### src/rtl/bank_cmd_stats_monitor_if.sv
// Command-bus sample, readout handshake and status outputs of the bank command statistics monitor.
// The master drives commands and readout requests; the monitor is the slave.
interface bank_cmd_stats_monitor_if #(
   parameter int NUM_BANKS = 4,
   parameter int CNT_W     = 32
);
   localparam int BANK_W = (NUM_BANKS > 1) ? $clog2(NUM_BANKS) : 1;

   logic                 cmd_valid;
   logic                 cs;
   logic                 ras;
   logic                 cas;
   logic                 we;
   logic [BANK_W-1:0]    cmd_bank;
   logic                 clear;
   logic                 rd_valid;
   logic                 rd_ready;
   logic [BANK_W-1:0]    rd_bank;
   logic [2:0]           rd_type;
   logic                 resp_valid;
   logic [CNT_W-1:0]     resp_data;
   logic                 err_flag;
   logic [CNT_W-1:0]     err_count;
   logic [NUM_BANKS-1:0] bank_open;

   modport master (
      output cmd_valid, cs, ras, cas, we, cmd_bank, clear, rd_valid, rd_bank, rd_type,
      input  rd_ready, resp_valid, resp_data, err_flag, err_count, bank_open
   );

   modport slave (
      input  cmd_valid, cs, ras, cas, we, cmd_bank, clear, rd_valid, rd_bank, rd_type,
      output rd_ready, resp_valid, resp_data, err_flag, err_count, bank_open
   );
endinterface

### src/rtl/bank_cmd_stats_monitor.sv
// Per-bank DRAM command statistics: saturating counters per bank and command type,
// open-bank tracking, protocol-error detection and a one-cycle-latency counter readout.
module bank_cmd_stats_monitor #(
   parameter int NUM_BANKS = 4,
   parameter int CNT_W     = 32
) (
   input  logic                    clk,
   input  logic                    reset_n,
   bank_cmd_stats_monitor_if.slave bus
);
   localparam int BANK_W    = (NUM_BANKS > 1) ? $clog2(NUM_BANKS) : 1;
   localparam int NUM_TYPES = 5;

   typedef enum logic [2:0] {
      CMD_REF = 3'd0,
      CMD_PRE = 3'd1,
      CMD_ACT = 3'd2,
      CMD_RD  = 3'd3,
      CMD_WR  = 3'd4
   } cmd_type_e;

   logic [CNT_W-1:0]     cnt_q [NUM_BANKS][NUM_TYPES];
   logic [CNT_W-1:0]     err_count_q;
   logic                 err_flag_q;
   logic [NUM_BANKS-1:0] bank_open_q;
   logic [NUM_BANKS-1:0] bank_open_d;
   logic                 rd_ready_q;
   logic                 resp_valid_q;
   logic [CNT_W-1:0]     resp_data_q;

   cmd_type_e                           cmd_type;
   logic                                cmd_hit;
   logic                                cmd_in_range;
   logic                                tgt_open;
   logic                                cmd_err;
   logic [NUM_BANKS-1:0][NUM_TYPES-1:0] cnt_inc;
   logic [CNT_W-1:0]                    rd_sel;
   logic                                rd_ready;
   logic                                rd_accept;

   function automatic logic [CNT_W-1:0] sat_inc(input logic [CNT_W-1:0] v);
      return (&v) ? v : v + CNT_W'(1);
   endfunction

   always_comb begin
      // NOTE: every combinationally assigned signal gets a default first so no path infers a latch.
      cmd_hit  = 1'b0;
      cmd_type = CMD_REF;
      if (bus.cmd_valid && !bus.cs) begin
         cmd_hit = 1'b1;
         case ({bus.ras, bus.cas, bus.we})
            3'b001:  cmd_type = CMD_REF;
            3'b010:  cmd_type = CMD_PRE;
            3'b011:  cmd_type = CMD_ACT;
            3'b101:  cmd_type = CMD_RD;
            3'b100:  cmd_type = CMD_WR;
            default: cmd_hit  = 1'b0;
         endcase
      end
   end

   always_comb begin
      cmd_in_range = 1'b0;
      tgt_open     = 1'b0;
      for (int b = 0; b < NUM_BANKS; b++) begin
         if (bus.cmd_bank == BANK_W'(b)) begin
            cmd_in_range = 1'b1;
            tgt_open     = bank_open_q[b];
         end
      end
   end

   // Out-of-range banks are always an error; in-range commands are judged against the open-bank state.
   always_comb begin
      cmd_err = 1'b0;
      if (cmd_hit) begin
         if (!cmd_in_range) begin
            cmd_err = 1'b1;
         end else begin
            case (cmd_type)
               CMD_REF:        cmd_err = |bank_open_q;
               CMD_ACT:        cmd_err = tgt_open;
               CMD_RD, CMD_WR: cmd_err = !tgt_open;
               default:        cmd_err = 1'b0;
            endcase
         end
      end
   end

   always_comb begin
      cnt_inc     = '0;
      bank_open_d = bank_open_q;
      if (cmd_hit && cmd_in_range) begin
         for (int b = 0; b < NUM_BANKS; b++) begin
            if (cmd_type == CMD_REF) begin
               cnt_inc[b][CMD_REF] = 1'b1;
            end else if (bus.cmd_bank == BANK_W'(b)) begin
               cnt_inc[b][cmd_type] = 1'b1;
               if (cmd_type == CMD_ACT) bank_open_d[b] = 1'b1;
               if (cmd_type == CMD_PRE) bank_open_d[b] = 1'b0;
            end
         end
      end
   end

   // Unselectable bank/type combinations fall through to zero.
   always_comb begin
      rd_sel = '0;
      for (int b = 0; b < NUM_BANKS; b++) begin
         for (int t = 0; t < NUM_TYPES; t++) begin
            if (bus.rd_bank == BANK_W'(b) && bus.rd_type == 3'(t)) rd_sel = cnt_q[b][t];
         end
      end
   end

   assign rd_ready  = rd_ready_q & ~bus.clear;
   assign rd_accept = bus.rd_valid & rd_ready;

   // NOTE: the counter array is reset, not left to power-up, because every counter must read zero while reset_n is low.
   always_ff @(posedge clk or negedge reset_n) begin
      if (!reset_n) begin
         for (int b = 0; b < NUM_BANKS; b++) begin
            for (int t = 0; t < NUM_TYPES; t++) cnt_q[b][t] <= '0;
         end
         err_count_q  <= '0;
         err_flag_q   <= 1'b0;
         bank_open_q  <= '0;
         rd_ready_q   <= 1'b0;
         resp_valid_q <= 1'b0;
         resp_data_q  <= '0;
      end else begin
         // NOTE: non-blocking assignments so every register samples pre-edge values, e.g. the readout sees counters before this edge's increments.
         for (int b = 0; b < NUM_BANKS; b++) begin
            for (int t = 0; t < NUM_TYPES; t++) begin
               if (bus.clear)         cnt_q[b][t] <= '0;
               else if (cnt_inc[b][t]) cnt_q[b][t] <= sat_inc(cnt_q[b][t]);
            end
         end
         if (bus.clear) begin
            err_count_q <= '0;
            err_flag_q  <= 1'b0;
         end else if (cmd_err) begin
            err_count_q <= sat_inc(err_count_q);
            err_flag_q  <= 1'b1;
         end
         bank_open_q  <= bank_open_d;
         rd_ready_q   <= 1'b1;
         resp_valid_q <= rd_accept;
         if (rd_accept) resp_data_q <= rd_sel;
      end
   end

   assign bus.rd_ready   = rd_ready;
   assign bus.resp_valid = resp_valid_q;
   assign bus.resp_data  = resp_data_q;
   assign bus.err_flag   = err_flag_q;
   assign bus.err_count  = err_count_q;
   assign bus.bank_open  = bank_open_q;
endmodule

### src/flat_wrapper.sv
// flat-port wrapper written by rule: the top's interface ports become plain ports
module bank_cmd_stats_monitor_flat 
#(
   parameter int NUM_BANKS = 4,
   parameter int CNT_W     = 32
)
  (clk, reset_n, bus_cmd_valid, bus_cs, bus_ras, bus_cas, bus_we, bus_cmd_bank, bus_clear, bus_rd_valid, bus_rd_bank, bus_rd_type, bus_rd_ready, bus_resp_valid, bus_resp_data, bus_err_flag, bus_err_count, bus_bank_open);
  bank_cmd_stats_monitor_if #(.NUM_BANKS(NUM_BANKS), .CNT_W(CNT_W)) bus_i ();
  input  logic clk;
  input  logic reset_n;
  input wire logic [$bits(bus_i.cmd_valid)-1:0] bus_cmd_valid;
  input wire logic [$bits(bus_i.cs)-1:0] bus_cs;
  input wire logic [$bits(bus_i.ras)-1:0] bus_ras;
  input wire logic [$bits(bus_i.cas)-1:0] bus_cas;
  input wire logic [$bits(bus_i.we)-1:0] bus_we;
  input wire logic [$bits(bus_i.cmd_bank)-1:0] bus_cmd_bank;
  input wire logic [$bits(bus_i.clear)-1:0] bus_clear;
  input wire logic [$bits(bus_i.rd_valid)-1:0] bus_rd_valid;
  input wire logic [$bits(bus_i.rd_bank)-1:0] bus_rd_bank;
  input wire logic [$bits(bus_i.rd_type)-1:0] bus_rd_type;
  output wire logic [$bits(bus_i.rd_ready)-1:0] bus_rd_ready;
  output wire logic [$bits(bus_i.resp_valid)-1:0] bus_resp_valid;
  output wire logic [$bits(bus_i.resp_data)-1:0] bus_resp_data;
  output wire logic [$bits(bus_i.err_flag)-1:0] bus_err_flag;
  output wire logic [$bits(bus_i.err_count)-1:0] bus_err_count;
  output wire logic [$bits(bus_i.bank_open)-1:0] bus_bank_open;
  assign bus_i.cmd_valid = bus_cmd_valid;
  assign bus_i.cs = bus_cs;
  assign bus_i.ras = bus_ras;
  assign bus_i.cas = bus_cas;
  assign bus_i.we = bus_we;
  assign bus_i.cmd_bank = bus_cmd_bank;
  assign bus_i.clear = bus_clear;
  assign bus_i.rd_valid = bus_rd_valid;
  assign bus_i.rd_bank = bus_rd_bank;
  assign bus_i.rd_type = bus_rd_type;
  assign bus_rd_ready = bus_i.rd_ready;
  assign bus_resp_valid = bus_i.resp_valid;
  assign bus_resp_data = bus_i.resp_data;
  assign bus_err_flag = bus_i.err_flag;
  assign bus_err_count = bus_i.err_count;
  assign bus_bank_open = bus_i.bank_open;
  bank_cmd_stats_monitor #(.NUM_BANKS(NUM_BANKS), .CNT_W(CNT_W)) u_core (.clk(clk), .reset_n(reset_n), .bus(bus_i));
endmodule
### config.mk
export PLATFORM = sky130hd
export DESIGN_NAME = bank_cmd_stats_monitor_flat
export DESIGN_NICKNAME = d
export VERILOG_FILES = /design/src/rtl/bank_cmd_stats_monitor_if.sv /design/src/rtl/bank_cmd_stats_monitor.sv /design/src/flat_wrapper.sv
export SDC_FILE = /design/constraint.sdc
export NUM_CORES = 2
export LEC_CHECK = 0
export BUFFER_PORTS_ARGS = -buffer_cell sky130_fd_sc_hd__clkbuf_2
export CORE_MARGIN = 3
export CORE_UTILIZATION = 45
export CTS_CLUSTER_SIZE = 24
export DETAILED_ROUTE_END_ITERATION = 6
export HOLD_SLACK_MARGIN = 0.05
export SKIP_LAST_GASP = 1
export SLEW_MARGIN = 40
export SYNTH_ARGS = -nofsm -noshare
export SYNTH_HDL_FRONTEND = slang
export SYNTH_SLANG_ARGS = --single-unit
export TNS_END_PERCENT = 100
### constraint.sdc
create_clock -name clk -period 2.25 [get_ports clk]
set_input_delay 0.45 -clock clk [delete_from_list [all_inputs] [get_ports clk]]
set_output_delay 0.45 -clock clk [all_outputs]
set_load 0.05 [all_outputs]
# Word level (Yosys, flattened, before mapping)
# Cells that the tools add are included.
dict set report totals {
  reg_bits 711
}
dict set report op_classes {
  add_sub_neg 21
  magnitude_cmp 2
  eq_ne 40
  mux 117
  bitwise 4
  n_reduce_logical 100
}
# operator n
set ops {}
lappend ops {{$mux W32} 83}
lappend ops {{$add A32 B1 Y32 const B} 21}
lappend ops {{$reduce_and A32 Y1} 21}
lappend ops {{$reduce_bool A2 Y1} 22}
lappend ops {{$ne A2 B2 Y1 const B} 21}
lappend ops {{$reduce_and A2 Y1} 21}
lappend ops {{$logic_and A1 B1 Y1} 23}
lappend ops {{$mux W1} 21}
lappend ops {{$mux W20} 1}
lappend ops {{$mux W5} 4}
lappend ops {{$eq A3 B2 Y1 const B} 6}
lappend ops {{$mux W4} 4}
lappend ops {{$reduce_and A4 Y1} 4}
lappend ops {{$eq A3 B3 Y1 const B} 4}
lappend ops {{$pmux W3 S4} 1}
lappend ops {{$eq A3 B1 Y1 const B} 3}
lappend ops {{$eq A2 B2 Y1 const B} 4}
lappend ops {{$logic_not A3 Y1} 2}
lappend ops {{$reduce_or A5 Y1} 1}
lappend ops {{$eq A2 B1 Y1 const B} 2}
lappend ops {{$logic_not A2 Y1} 2}
lappend ops {{$lt A3 B4 Y1 const B} 1}
lappend ops {{$reduce_or A4 Y1} 1}
lappend ops {{$demux W1 S3} 1}
lappend ops {{7 further kinds} 10}

# Longest topological paths before layout
dict set report depth {
  word_depth 22
  mapped_depth 11
  mapped_depth_nobuf 7
}

# Worst setup path before layout
# OpenSTA, ideal clock, no wires.
dict set report synth_path {
  path_kind {register to register}
  start {reg u_core.err_count_q[0] (netlist: u_core.bus.err_count[0])}
  end {reg u_core.err_count_q[9] (netlist: u_core.bus.err_count[9])}
  setup_ns 0.132
  arrival_time_ns 2.385
  path_slack_ns -0.267
  path_stages_with_launch 9
  n_path_buf 1
  period_less_slack_ns 2.517
  cell_sequence {dfrtp_1 ha_1 and2_1 nand3_1 or4b_2 clkbuf_1 nand4_1 xor2_1 nor2_1}
}
dict set report synth_via {
  elab_chain_cells 4
  word_cells_on_any_way 7
  cone_classes {add/sub: 1; eq/ne: 1; mux: 3; reduce/logical: 2}
}
# item line
set synth_lines {}
lappend synth_lines {{start, declared} bank_cmd_stats_monitor.sv:23} ;# logic [CNT_W-1:0] err_count_q;
lappend synth_lines {{start signal, assigned} bank_cmd_stats_monitor.sv:143} ;# err_count_q <= sat_inc(err_count_q);
lappend synth_lines {{$add A32 B1 Y32} bank_cmd_stats_monitor.sv:42} ;# return (&v) ? v : v + CNT_W'(1);
lappend synth_lines {{$mux W32} bank_cmd_stats_monitor.sv:42}
lappend synth_lines {{$mux W32} bank_cmd_stats_monitor.sv:142} ;# end else if (cmd_err) begin
lappend synth_lines {{$mux W32} bank_cmd_stats_monitor.sv:139} ;# if (bus.clear) begin
# Parallel ways exist; a longest one is shown, timed or not. The select of a mux whose other input is x is not followed.
# A chain may end at the register's enable or synchronous reset.

# Worst setup path in the final report
dict set report layout_path {
  start {in bus_rd_type[1]}
  end {reg u_core.resp_data_q[23] (netlist: u_core.bus.resp_data[23])}
}
dict set report layout_via {
  elab_chain_cells 22
  word_cells_on_any_way 45
  cone_classes {eq/ne: 4; mux: 20; reduce/logical: 21}
}
# item line
set layout_lines {}
lappend layout_lines {{start, declared} flat_wrapper.sv:20} ;# input wire logic [$bits(bus_i.rd_type)-1:0] bus_rd_type;
lappend layout_lines {{$logic_not A3 Y1} bank_cmd_stats_monitor.sv:111} ;# if (bus.rd_bank == BANK_W'(b) && bus.rd_type == 3'(t)) rd_sel = cnt_q[b][t];
lappend layout_lines {{$logic_and A1 B1 Y1} bank_cmd_stats_monitor.sv:111}
lappend layout_lines {{$mux W32 (19 in series)} bank_cmd_stats_monitor.sv:111}
lappend layout_lines {{$mux W32 (*)} bank_cmd_stats_monitor.sv:111}
lappend layout_lines {{end signal, assigned} bank_cmd_stats_monitor.sv:149} ;# if (rd_accept) resp_data_q <= rd_sel;
lappend layout_lines {{end, declared} bank_cmd_stats_monitor.sv:29} ;# logic [CNT_W-1:0] resp_data_q;
# Every way passes the cells marked *; elsewhere a longest branch is shown, timed or not.

==> impl_results.md <==
* DR top layer: met5
* Die height at 314 um
* Clock Pin Slew Worst Setup and Hold Paths at 0.06 ns
* Xor/xnor share of the synthesized area at 10.9%
* Number of global-route vias before repair at 42.4k
* Share of flip-flops with an asynchronous set or reset at 100%
* Hold path depth at 2
* Vias at between 40k and 50k
* Leak Pwr at approximately 25 nW
* Drt first pass iters at 6
* I/O Buffers at 86
* Most frequent cell after synthesis: nor2_1
* Setup WS pre-CTS at -0.945 ns
* RePlAce Congestion at 1.07
* Status: finished with violations
* Hold Path Class: in2reg
* Vias per cell at 6.11
* Violations in the final reports: negative setup slack
* Final wirelength at 201000 um
* CTS tree: built
* Yosys warns at 0
* Prevailing post-synth register cell: dfrtp_1
* Synthesized flop and latch total at 711
* Setup WS post-layout at -0.0442 ns
* Fraction of layout instances using a drive strength above 1 at 26.6%
* Final Slew Violations at 0
* Largest net degree at the start of global routing at 187
* Final Skew at 0.0297 ns
* Compound-gate portion of the synthesized area at 13.0%
* Post-route DRC violation count at 0
* Mux share of post-synthesis cell area at 1.50%
* Iter 0 DRT Violations at 5759
* CP Class: in2reg
* CP Max Fanout at 16
* Final Setup Violations at 5
* Synth area leaders: dfrtp_1, nor2_1, xor2_1
* Global-route wire length before repair at 292000 um
* Fill cells at between 8k and 9k
* Initial antenna violation count at 21
* Adder-cell area share of the yosys netlist at 0.614%
* # placed instances at 7174
* CTS H-tree depth at 3
* Slew HR at 37.6%
* CORE AREA at 0.0939 sq mm
* Synth Instances at 4926
* Maximum vdd ir drop at 581 uV
* EDFF count, synth at 0
* RSZ-0062 raised after global routing: yes
* Area share of the largest cell type after synthesis at 41.6%
* Routed wl met2 at 85100 um
* Clock sinks at 711
* Fmax at 436 MHz
* Die width at ~310 um
* Tmin final at 2.29 ns
* Max Cap Viol at 0
* Period Utilization, post-route at 102%
* Synth unique cells at 100
* Hpwl dp at 161000 um
* Mapped Area at 0.0428 sq mm
* Post-synth top cells: nor2_1, dfrtp_1, nand2_1
* Grt total ovfl at 0
* Initial Util at 45.6%
* CTS Buffer Depth at 3
* WL met3 at 21600 um
* Root Driver: clkbuf_16
* Worst setup SP type: primary input
* Setup_tns at -0.130 ns
* Area delta synth->final at 33.7%
* Fin Hold WS at 0.172 ns
* Drt wl/cell at 27.3 um
* GRT Resource Usage Total at 40.2%
* Tot Pwr at 31.2 mW
* Fraction of the mapped netlist area in simple logic gates at 29.1%
* Post-route design area at 0.0572 sq mm
* Finished Layout Cells at approximately 7.4k
* Avg Synthesized Cell Area at 8.69 sq um
* Wire length on met1 at 84300 um
* Hold Violations, Final at 0
* Final net count at 6058
* CP endpoint kind: flop
* Largest family of logic cells by synthesized area: simple AND/OR/NAND/NOR gates
* Power per cell area at 546 mW/mm^2
* CTS buffer count at 85
* Critical path required time at 2.78 ns
* Cell count of the worst reg-to-reg path at 7
* Syn Nets at between 4k and 5k
* Post-DRT Antenna Nets at 0
* Sequential area share after synthesis at 41.6%
* Placed inst area at about 0.054 sq mm
* Final Util at 61.0%
* DIE AREA at 0.0989 sq mm
* Slew @ Worst Pin at roughly 0.94 ns
* Worst path arrival time at about 2.8 ns
* Top Ports at a little under 90
* Row count at around 110
* Clk_lat worst skew at 0.68 ns
* Area leader, netlist: dfrtp_1
-- metal layers --
layer	track usage [%]	up-vias
met3	10.8	428
met2	58.8	2135
met5	0	-
met4	16.0	16
li1	-	20155
met1	56.3	22220
-- registers in the layout, summed over array words and instances, names as in the netlist --
| register | count |
|---|---|
| u_core.cnt_q | 640 |
| u_core.bus.err_count | 32 |
| u_core.bus.resp_data | 32 |
| u_core.bus.bank_open | 4 |
| u_core.bus.err_flag | 1 |
| u_core.bus.resp_valid | 1 |
| u_core.rd_ready_q | 1 |
-- cells in the final DEF (no fill, tap or decap), types with 70 or more instances in the layout --
cell / n
nand2_1: 305
clkbuf_2: 81
and3_1: 132
xnor2_1: 248
nor2_1: 723
or3_1: 115
nand4_1: 231
nor3_1: 145
o21ai_0: 201
inv_1: 94
clkbuf_16: 89
nand3_1: 296
nor4_1: 70
and4_1: 79
buf_4: 1117
a21oi_1: 224
xor2_1: 285
dfrtp_1: 681
-- cells by family after synthesis --
| kind of cell | Yosys count |
|---|---|
| adders and majority gates | 21 |
| DFF | 711 |
| buffers and inverters | 361 |
| other | 1 |
| AOI/OAI and AO/OA | 856 |
| muxes | 52 |
| xor gates and xnor gates | 533 |
| and+or+nand+nor | 2391 |
-- repair_timing --
item	4_1_cts	5_1_grt
pin swaps	10	17
endpoints found under the hold margin	167	0
setup endpoints to repair	26	156
cloned	0	1
resized for setup	24	73
hold buffers	1	0
buffers inserted	3	10
-- power by group --
part           internal (mW)  total (mW)  switching (mW)  leakage [nW]
Sequential              12.9        13.1           0.193          9.83
Combinational          0.983        3.03            2.05          13.2
Clock                   9.19        15.1            5.91          1.50
Total                   23.1        31.2            8.15          24.6
-- layout make-up --
class	count	area, sq um	area share (%)
antenna	8	20.0	0.0350
clock buffer	130	2620	4.58
clock inverter	28	433	0.756
inverter	96	360	0.629
multi-input combinational	3854	24200	42.3
sequential	711	17800	31.1
tap	1254	1570	2.74
timing repair buffer	1273	10200	17.8
-- critical path: stages --
cell and delay, ns:
buf_4 0.13, buf_4 0.19, buf_4 0.27, nand2b_1 0.12
buf_4 0.18, o21ai_0 0.51, buf_4 0.21, nand4_1 0.09
buf_4 0.18, o31ai_1 0.36, nand3_1 0.12
-- worst paths after layout --
kind | startpoint | endpoint | slack (ns)
worst max-delay path | bus_rd_type[1] | u_core.bus.resp_data[23] | -0.04
worst min-delay path | bus_we | u_core.bus.bank_open[3] | 0.17
worst max register to register | u_core.cnt_q[613] | u_core.bus.resp_data[5] | -0.03
worst min register to register | u_core.bus.err_flag | u_core.bus.err_flag | 0.54
max in group asynchronous | reset_n | u_core.cnt_q[428] | 1.12
min in group asynchronous | reset_n | u_core.cnt_q[600] | 0.27
Power figures use the tool's default switching activity.
